[src/rtl/transfer_link_scheduler_pkg.sv]
// Shared definitions for the outbound transfer link scheduler:
// FSM state encodings and serial line constants.
package transfer_link_scheduler_pkg;

    typedef enum logic [2:0] {
        S_IDLE  = 3'd0,
        S_WAIT  = 3'd1,
        S_START = 3'd2,
        S_SHIFT = 3'd3,
        S_DONE  = 3'd4,
        S_ABORT = 3'd5
    } state_e;

    localparam logic START_BIT = 1'b1;
    localparam logic IDLE_LINE = 1'b0;
    localparam bit   MSB_FIRST = 1'b1;

endpackage

[src/rtl/transfer_link_scheduler_arbiter.sv]
// Two-input round-robin arbiter: combinational one-hot grant,
// registered pointer naming the scanner that wins the next tie.
// Ports: clk, rst (async active-low), req_i[1:0], en_i, gnt_o[1:0], rr_ptr_o
module transfer_rr_arbiter (
    input  logic       clk,
    input  logic       rst,
    input  logic [1:0] req_i,
    input  logic       en_i,
    output logic [1:0] gnt_o,
    output logic       rr_ptr_o
);

    logic ptr_q;
    logic ptr_d;

    always_comb begin
        gnt_o = 2'b00;
        unique case (req_i)
            2'b01:   gnt_o = 2'b01;
            2'b10:   gnt_o = 2'b10;
            2'b11:   gnt_o = ptr_q ? 2'b10 : 2'b01;
            default: gnt_o = 2'b00;
        endcase
    end

    // After any grant the pointer names the other scanner; for a tie
    // this is exactly a toggle.
    always_comb begin
        ptr_d = ptr_q;
        if (en_i && (req_i != 2'b00)) begin
            ptr_d = gnt_o[0];
        end
    end

    always_ff @(posedge clk or negedge rst) begin
        if (!rst) begin
            ptr_q <= 1'b0;
        end else begin
            ptr_q <= ptr_d;
        end
    end

    assign rr_ptr_o = ptr_q;

endmodule

[src/rtl/transfer_link_scheduler.sv]
// Shares one outbound serial link between two scanners: arbitrates,
// handshakes with the remote center, then sends start bit + payload.
// Ports: clk, rst (async active-low), scanReq[1:0], scanData0/1,
//   readyForTransferIn, readyForTransferOut, dataOut, grant[1:0],
//   ack[1:0], nack[1:0], bitCounter, busy
module transfer_link_scheduler
    import transfer_link_scheduler_pkg::*;
#(
    parameter int DATA_W  = 8,
    parameter int TIMEOUT = 16
) (
    input  logic                      clk,
    input  logic                      rst,
    input  logic [1:0]                scanReq,
    input  logic [DATA_W-1:0]         scanData0,
    input  logic [DATA_W-1:0]         scanData1,
    input  logic                      readyForTransferIn,
    output logic                      readyForTransferOut,
    output logic                      dataOut,
    output logic [1:0]                grant,
    output logic [1:0]                ack,
    output logic [1:0]                nack,
    output logic [$clog2(DATA_W)-1:0] bitCounter,
    output logic                      busy
);

    localparam int BW = $clog2(DATA_W);
    localparam int TW = $clog2(TIMEOUT + 1);
    localparam logic [BW-1:0] BC_TOP = BW'(DATA_W - 1);
    localparam logic [TW-1:0] TMO_LAST = TW'(TIMEOUT - 1);

    state_e            state_q, state_d;
    logic [DATA_W-1:0] buf_q, buf_d;
    logic [BW-1:0]     bc_q, bc_d;
    logic [TW-1:0]     tmo_q, tmo_d;

    logic [1:0] arb_gnt;
    logic       arb_en;
    logic       rr_ptr;
    logic [1:0] owner;
    logic       in_frame;
    logic [BW-1:0] bit_idx;

    transfer_rr_arbiter u_arb (
        .clk      (clk),
        .rst      (rst),
        .req_i    (scanReq),
        .en_i     (arb_en),
        .gnt_o    (arb_gnt),
        .rr_ptr_o (rr_ptr)
    );

    // The pointer always names the non-owner once a grant is taken,
    // so the owner needs no register of its own.
    assign owner = rr_ptr ? 2'b01 : 2'b10;

    always_comb begin
        state_d = state_q;
        buf_d   = buf_q;
        bc_d    = bc_q;
        tmo_d   = tmo_q;
        arb_en  = 1'b0;
        unique case (state_q)
            S_IDLE: begin
                if (scanReq != 2'b00) begin
                    arb_en  = 1'b1;
                    buf_d   = arb_gnt[1] ? scanData1 : scanData0;
                    tmo_d   = '0;
                    state_d = S_WAIT;
                end
            end
            S_WAIT: begin
                if (readyForTransferIn) begin
                    bc_d    = BC_TOP;
                    state_d = S_START;
                end else if (tmo_q == TMO_LAST) begin
                    state_d = S_ABORT;
                end else begin
                    tmo_d = tmo_q + 1'b1;
                end
            end
            S_START: begin
                state_d = S_SHIFT;
            end
            S_SHIFT: begin
                if (bc_q == '0) begin
                    state_d = S_DONE;
                end else begin
                    bc_d = bc_q - 1'b1;
                end
            end
            S_DONE:  state_d = S_IDLE;
            S_ABORT: state_d = S_IDLE;
            default: state_d = S_IDLE;
        endcase
    end

    always_ff @(posedge clk or negedge rst) begin
        if (!rst) begin
            state_q <= S_IDLE;
            buf_q   <= '0;
            bc_q    <= '0;
            tmo_q   <= '0;
        end else begin
            state_q <= state_d;
            buf_q   <= buf_d;
            bc_q    <= bc_d;
            tmo_q   <= tmo_d;
        end
    end

    assign bit_idx = MSB_FIRST ? bc_q : (BC_TOP - bc_q);

    always_comb begin
        in_frame = (state_q == S_WAIT) || (state_q == S_START) ||
                   (state_q == S_SHIFT);
        dataOut  = IDLE_LINE;
        unique case (state_q)
            S_START: dataOut = START_BIT;
            S_SHIFT: dataOut = buf_q[bit_idx];
            default: dataOut = IDLE_LINE;
        endcase
    end

    assign readyForTransferOut = in_frame;
    assign grant      = in_frame ? owner : 2'b00;
    assign ack        = (state_q == S_DONE) ? owner : 2'b00;
    assign nack       = (state_q == S_ABORT) ? owner : 2'b00;
    assign bitCounter = bc_q;
    assign busy       = (state_q != S_IDLE);

endmodule

[config.mk]
export PLATFORM = sky130hd
export DESIGN_NAME = transfer_link_scheduler
export DESIGN_NICKNAME = d
export VERILOG_FILES = /design/src/rtl/transfer_link_scheduler_pkg.sv /design/src/rtl/transfer_link_scheduler_arbiter.sv /design/src/rtl/transfer_link_scheduler.sv
export SDC_FILE = /design/constraint.sdc
export NUM_CORES = 1
export LEC_CHECK = 0
export BUFFER_PORTS_ARGS = -buffer_cell sky130_fd_sc_hd__buf_4
export CAP_MARGIN = 20
export CORE_UTILIZATION = 25
export DETAILED_ROUTE_END_ITERATION = 7
export PLACE_DENSITY = 0.44
export SETUP_SLACK_MARGIN = 0.05
export SLEW_MARGIN = 20
export SYNTH_ARGS = -nofsm -noshare
export SYNTH_HDL_FRONTEND = slang
export SYNTH_HIERARCHICAL = 1
export SYNTH_SLANG_ARGS = --single-unit
[constraint.sdc]
create_clock -name clk -period 4.55 [get_ports clk]
set_clock_uncertainty 0.2 [all_clocks]
set_input_delay 0.6825 -clock clk [delete_from_list [all_inputs] [get_ports clk]]
set_output_delay 0.6825 -clock clk [all_outputs]
set_load 0.03 [all_outputs]
* Word-level counts from Yosys, hierarchy flattened
Index checks and enable logic that the tools add are counted.
** Storage, ports and cells
- Register bits after elaboration :: 20
- Bits in latches :: 0
- Bits in writable memories :: 0
- Bits in read-only memories :: 0
- Bits of input ports :: 21
- Output and inout port bits :: 12
- Word-level logic and storage cells :: 61
- Memories kept :: 0
** Operators by class
- Add/sub/neg operators :: 2
- Multipliers :: 0
- Divide/modulo/power cells :: 0
- Magnitude comparators :: 1
- Eq/ne operators :: 16
- Shifts and indexed selects :: 0
- Mux-type cells :: 24
- Bitwise logic cells :: 0
- Reductions and logical operators :: 13
** Operators by type and width (count)
- $mux W3 :: 6
- $mux W5 :: 3
- $ne A2 B2 Y1 const B :: 6
- $pmux W3 S4 :: 1
- $mux W2 :: 5
- $pmux W5 S2 :: 1
- $mux W8 :: 1
- $eq A3 B2 Y1 const B :: 2
- $eq A3 B3 Y1 const B :: 2
- $logic_not A3 Y1 :: 2
- $pmux W2 S3 :: 1
- $pmux W3 S2 :: 1
- $reduce_and A3 Y1 :: 2
- $reduce_bool A2 Y1 :: 3
- $add A5 B1 Y5 const B :: 1
- $eq A5 B4 Y1 const B :: 1
- $eq A2 B2 Y1 const B :: 2
- $lt A3 B4 Y1 const B :: 1
- $reduce_and A4 Y1 :: 1
- $bmux W1 S3 :: 1
- $eq A3 B1 Y1 const B :: 1
- $mux W1 :: 3
- $ne A3 B3 Y1 const B :: 1
- $reduce_bool A3 Y1 :: 1
- 6 further kinds :: 7

* Depth between registers and ports, before layout
Gate-level depths: netlist of run 1.
- Word-level depth :: 4
- Mapped depth :: 6
- Gate-level depth less buffers :: 6

* Modules after synthesis
Netlist of run 1, hierarchy kept.
** Modules (own cells, without submodules)
- transfer_link_scheduler :: instances 1, cells an instance 112, area each 1184.9 sq um, sequential area each 475.5 sq um
- transfer_rr_arbiter :: instances 1, cells an instance 6, area each 55.1 sq um, sequential area each 25.0 sq um

* Worst setup path after synthesis of run 1
Ideal clock, no wire load.
- Path kind :: flip-flop to output port
- From :: reg bc_q[0], in the netlist bitCounter[0]
- To :: out dataOut
- Data arrival time :: 1.938 ns
- Data required time :: 3.668 ns
- Setup slack :: 1.730 ns
- Cell stages (with the launch flop) :: 5
- Path buffers :: 1
- Cells stage by stage :: dfrtp_1 > clkbuf_1 > mux2i_1 > o31a_1 > a311oi_1
** Between the ends
- Cells in the longest elaborated chain, start to end :: 3
** Ends and longest elaborated chain
- start, declared :: line transfer_link_scheduler.sv:34 : logic [BW-1:0] bc_q, bc_d;
- start signal, assigned :: line transfer_link_scheduler.sv:102 : bc_q <= '0;
- start signal, assigned :: line transfer_link_scheduler.sv:107 : bc_q <= bc_d;
- $bmux W1 S3 :: line transfer_link_scheduler.sv:120 : S_SHIFT: dataOut = buf_q[bit_idx];
- $mux W1 (implied by the code) :: line transfer_link_scheduler.sv:120
- $pmux W1 S2 :: line transfer_link_scheduler.sv:118 : unique case (state_q)
- end, declared :: line transfer_link_scheduler.sv:19 : output logic dataOut,
Every way passes these cells. The select of a mux whose other input is x is not followed.

* Worst setup path after layout of run 1
Same ends and word-level chain as after synthesis.

==> summary.txt, run 1 <==
Critical path
  • Reg-to-reg startpoint: tmo_q[0]
  • Worst path max stage delay: around 0.49 ns
  • R2r setup slk: 2.14 ns
  • CP Buf/Inv Count: 1
  • Reg2Reg Capture Point: tmo_q[2]
  • Delay-heaviest family, CP: compound AO/OA/AOI/OAI gates
  • Worst R2R Path Depth: 6
  • WP data required: between 3 and 4 ns
  • Crit path kind: reg2out
  • CP Max Fanout: 7
  • Worst-path cell with the longest stage delay: dfrtp_1
  • CP endpoint kind: primary output
  • Worst EP arrival: 1.70 ns
  • Worst path cell trace: mux2i_1 -> o31a_1 -> a311oi_1 -> buf_4
  • Crit path launch type: register
  • Number of cells on the critical path: 4

Synth
  • Synth Warn #: 6
  • Syn_area_per_cell: 10.5 sq um
  • Synthesized cell area: between 1000 and 1500 sq um
  • Syn Nets: 142
  • Cells after Synth: 117

Timing
  • Final Hold Viols: 0
  • Final setup TNS: 0 ns
  • Tightest Pin Transition: 0.734 ns
  • Fmax: 387 MHz
  • Final setup fails: 0
  • Unrepaired setup endpoints after global routing: false
  • Tmin final: 2.58 ns
  • Slew HR: 0.510
  • Min Hold Slack: 0.0925 ns
  • Final Cycle Share: 0.567
  • Fin. max-slew vios: 0

Die
  • Core Area: 4720 sq um
  • Starting Density: 0.261
  • Rows: 25
  • Die area: 5210 sq um
  • Chip height: 72.2 um
  • Die width: 72.2 um
  • Io pins: 33

Routing
  • Antenna Nets Post-Route: 0
  • Vias per std cell: roughly 4.6
  • Total iterations of the first detailed-routing run: 4
  • Per-cell routed wire length: 12.7 um
  • Drt drc: 0
  • WL final: 2.71 mm
  • DR vias: 981
  • First DRT Iteration DRCs: 45

Clock network
  • Cts hold-fix bufs: 0
  • CTS resizes: 0
  • Clk Latency, worst-skew pair: 0.26 ns
  • Number of buffers on the longest clock path: 2
  • CTS H-tree lvls: 1
  • CTS buffer count: 3
  • TritonCTS clock tree: yes
  • Root Buffer: clkbuf_8
  • Sink Count: 20
  • # Post-CTS Setup Buffers: 0
  • Worst-path clk slew: 0.07 ns

Power
  • VDD IR-drop max: 0.239 mV
  • Pwr Total: between 900 and 1000 uW
  • Pwr per Cell Area: 618 nW/um^2
  • P_leak: 0.000698 uW

Place
  • RD Place Congestion: approximately 0.68
  • Hpwl dp: approximately 2.0 mm
  • Number of I/O port buffers: 32
  • DP Area: roughly 1500 sq um

Global routing
  • Gr ovfl total: 0
  • Number of global-route vias before repair: 982
  • Gr usage total: 0.116
  • Pin count of the biggest net entering global routing: 21
  • First-pass GRT wire length: 4.78 mm
  • Initial antenna violation count: 0

Finish
  • Layout cells sized above 1: 0.342
  • Final non-filler cell area: approximately 1600 sq um
  • Final core utilization: 0.333
  • Antenna Cells: 0
  • Syn-to-layout area delta: 27.7%
  • Final layout net count: 173

Flow run
  • # Max-Cap Violations: 0

Hold path
  • Hold Crit Class: in2async

Outcome
  • Status: finished, final reports clean
-- flip-flops by register name, indices dropped and copies added (netlist names) --
register / flops
bitCounter: 3
u_arb/rr_ptr_o: 1
state_q: 3
buf_q: 8
tmo_q: 5
-- where the power goes --
part	total (uW)	leakage (uW)	internal, uW	switching [uW]
Combinational	493	0.000436	235	258
Clock	114	0.0000216	58.9	55.4
Sequential	365	0.000240	257	108
-- per-stage QoR --
stage               setup slack, ns  std cells
floorplan                      1.73        117
global placement               2.12        210
detailed placement             2.06        210
CTS                            1.96        213
global route                   1.90        213
finish                         1.97        213
-- layout make-up --
| type | count | area, sq um |
|---|---|---|
| Fill cell | 482 | 3150 |
| Sequential cell | 20 | 500 |
| Clock buffer | 3 | 41.3 |
| Timing Repair Buffer | 32 | 240 |
| Tap cell | 67 | 83.8 |
| Multi-Input combinational cell | 80 | 667 |
| Inverter | 11 | 41.3 |
-- cells in the final DEF (no fill, tap or decap), drive strengths merged --
cell / n
or4: 2
nand3b: 2
nor3b: 1
a311oi: 1
or3: 1
and2: 1
a21oi: 3
nand2: 4
nand2b: 1
dfrtp: 20
o31a: 1
a21boi: 1
nor2: 9
o32a: 1
inv: 11
a31oi: 1
clkbuf: 3
or3b: 1
o21a: 1
o21bai: 4
nor3: 2
a211oi: 1
mux4: 1
mux2i: 6
ha: 4
a2111oi: 2
nor2b: 1
o21ai: 3
nand3: 2
and3: 2
buf: 32
mux2: 18
nor4bb: 1
o22ai: 2
-- per-layer routing --
| metal | GRT usage | routed length (um) | share of wire | vias up |
|---|---|---|---|---|
| met5 | 0 | 0 | 0 | - |
| li1 | - | - | - | 477 |
| met1 | 0.155 | 1260 | 0.46 | 477 |
| met3 | 0.0361 | 132 | 0.049 | 2 |
| met4 | 0.0131 | 13 | 0.0048 | 0 |
| met2 | 0.192 | 1310 | 0.48 | 25 |
-- worst max-delay path by stage --
stage	start	to	slack, ns
finish	bitCounter[0]	dataOut	1.97
global route	bitCounter[0]	dataOut	1.90
CTS	bitCounter[0]	dataOut	1.96
detailed placement	scanReq[1]	buf_q[6]	2.06
global placement	scanReq[1]	buf_q[3]	2.12
floorplan	bitCounter[0]	dataOut	1.73
No activity file was read; power rests on OpenSTA's default activity.
==> run 2, diff against run 1 <==
==> constraint.sdc (replaced) <==
create_clock -name clk -period 2.68 [get_ports clk]
set_clock_uncertainty 0.2 [all_clocks]
set_input_delay 0.402 -clock clk [delete_from_list [all_inputs] [get_ports clk]]
set_output_delay 0.402 -clock clk [all_outputs]
set_load 0.03 [all_outputs]
==> summary.txt, run 2 (synthesized netlist as in run 1, its figures left out) <==
Finish
  • Layout cells sized above 1: 0.349 (+0.00653)
  • Max FFs per register: 8 (unchanged)
  • Antenna Cells: 0 (unchanged)
  • Final layout net count: 176 (+1.7%)
  • Syn-to-layout area delta: 29.7%
  • Top flop regs: buf_q: 8 flops, tmo_q: 5 flops
  • Most common cell after layout, fill and taps aside: buf_4
  • Most flops, register: buf_q
  • Fill count: 480 (-0.41%)
  • Most frequent cells in the layout: buf_4, dfrtp_1, inv_1

Die
  • Die area: 5210 sq um (unchanged)
  • Chip height: 72.2 um (unchanged)
  • Starting Density: 0.261 (unchanged)
  • Io pins: 33 (unchanged)
  • Core Area: 4720 sq um (unchanged)
  • Rows: 25 (unchanged)
  • Die width: 72.2 um (unchanged)

Place
  • Number of I/O port buffers: 32 (unchanged)
  • RD Place Congestion: 0.753 (+10%)
  • Hpwl dp: 2.15 mm (+6.3%)

Routing
  • Vias per std cell: 4.55 (-1.2%)
  • First DRT Iteration DRCs: 68 (+51%)
  • WL final: 2.80 mm (+3.2%)
  • Per-cell routed wire length: 12.9 um (+1.8%)
  • DR vias: 983 (+0.20%)
  • Antenna Nets Post-Route: 0 (unchanged)
  • Total iterations of the first detailed-routing run: 4 (unchanged)
  • Drt drc: 0 (unchanged)

Clock network
  • CTS buffer count: 3 (unchanged)
  • # Post-CTS Setup Buffers: 0 (unchanged)
  • CTS H-tree lvls: 1 (unchanged)
  • Number of buffers on the longest clock path: 2 (unchanged)
  • Cts hold-fix bufs: 1 (+1)
  • CTS resizes: 0 (unchanged)
  • Root Buffer: clkbuf_8
  • TritonCTS clock tree: yes
  • Clk Latency, worst-skew pair: 0.25 ns (about the same)
  • Worst-path clk slew: 0.07 ns (about the same)
  • Sink Count: 20 (unchanged)

Timing
  • Tmin final: roughly 2.4 ns
  • Final setup fails: 0 (unchanged)
  • Fin. max-slew vios: 0 (unchanged)
  • Tightest Pin Transition: 0.563 ns (-0.171 ns)
  • Slew HR: 0.620 (+0.110)
  • Final setup TNS: 0 ns (unchanged)
  • Final Hold Viols: 0 (unchanged)
  • Final Cycle Share: 0.896
  • Unrepaired setup endpoints after global routing: false
  • Fmax: 416 MHz

Global routing
  • Gr ovfl total: 0 (unchanged)
  • Gr usage total: 0.116 (-0.000364)
  • Pin count of the biggest net entering global routing: 21 (unchanged)
  • First-pass GRT wire length: 4.69 mm (-1.9%)
  • Number of global-route vias before repair: 996 (+1.4%)
  • Initial antenna violation count: 0 (unchanged)

Power
  • Pwr Total: 1670 uW (+71%)
  • VDD IR-drop max: 0.476 mV (+99%)
  • Pwr per Cell Area: 1040 nW/um^2 (+69%)
  • P_leak: 0.000713 uW (+2.1%)

Outcome
  • Status: finished, final reports clean

Hold path
  • Hold Path Depth: 2
  • Hold Crit Class: in2reg

Critical path
  • Crit path kind: reg2reg
  • CP endpoint kind: register
  • CP Max Fanout: 3 (-4)
  • Worst R2R Path Depth: 6 (unchanged)
  • Worst EP arrival: 2.32 ns (+0.62 ns)
  • WP data required: 2.60 ns (-1.07 ns)
  • Crit path launch type: register

Flow run
  • # Max-Cap Violations: 0 (unchanged)
[run 2: cell count changes in the layout (fill, tap and decap cells not counted)]
cell / delta
dlygate4sd3_1: +1
buf_4: +2
[run 2: per-stage QoR]
step / hold slack, ns / cells / area [sq um] / utilization / setup slack, ns
2_1_floorplan: -0.0936 / 117 / 1230 / - / 0.140
3_3_place_gp: 0.102 / 212 / 1550 / 0.328 / 0.406
3_5_place_dp: 0.100 / 212 / 1550 / 0.328 / 0.303
4_1_cts: 0.158 / 216 / 1600 / 0.339 / 0.278
5_1_grt: 0.160 / 216 / 1600 / 0.339 / 0.190
6_report: 0.164 / 216 / 1600 / 0.339 / 0.278
[run 2: layout make-up]
cell class | instances | area [sq um] | area share
clock buffers | 3 | 41.3 | 0.0258
inverters | 11 | 41.3 | 0.0258
multi-input cells | 80 | 667 | 0.417
flip-flops and latches | 20 | 500 | 0.313
repair buffers | 35 | 265 | 0.166
well taps | 67 | 83.8 | 0.0524
[run 2: report_power, final]
group / internal [uW] / switching (uW) / total (uW) / leakage [uW]
combinational: 408 / 457 / 865 / 0.000451
sequential: 437 / 175 / 611 / 0.000240
clock: 99.8 / 90.6 / 190 / 0.0000216
[run 2: worst paths after layout]
check	from	end	slack [ns]
setup / recovery	tmo_q[0]	tmo_q[0]	0.28
hold / removal	scanReq[1]	u_arb/rr_ptr_o	0.16
setup reg to reg	tmo_q[0]	tmo_q[0]	0.28
hold reg to reg	buf_q[6]	buf_q[6]	0.28
max in group asynchronous	rst	buf_q[0]	1.69
min in group asynchronous	rst	tmo_q[4]	0.37
[run 2: metal layers]
layer / vias to the layer above / share of wire / track usage
li1: 484 / - / -
met1: 477 / 0.48 / 0.157
met2: 20 / 0.49 / 0.189
met3: 2 / 0.028 / 0.0292
met4: 0 / 0.0050 / 0.0218
met5: - / 0 / 0
[run 2: critical path, cell delays in order (launching register included)]
cell      delay (ns)
dfrtp_1         0.42
ha_1            0.23
and3_1          0.19
ha_1            0.21
or3b_4          0.43
a211oi_1        0.44
mux2i_1         0.14
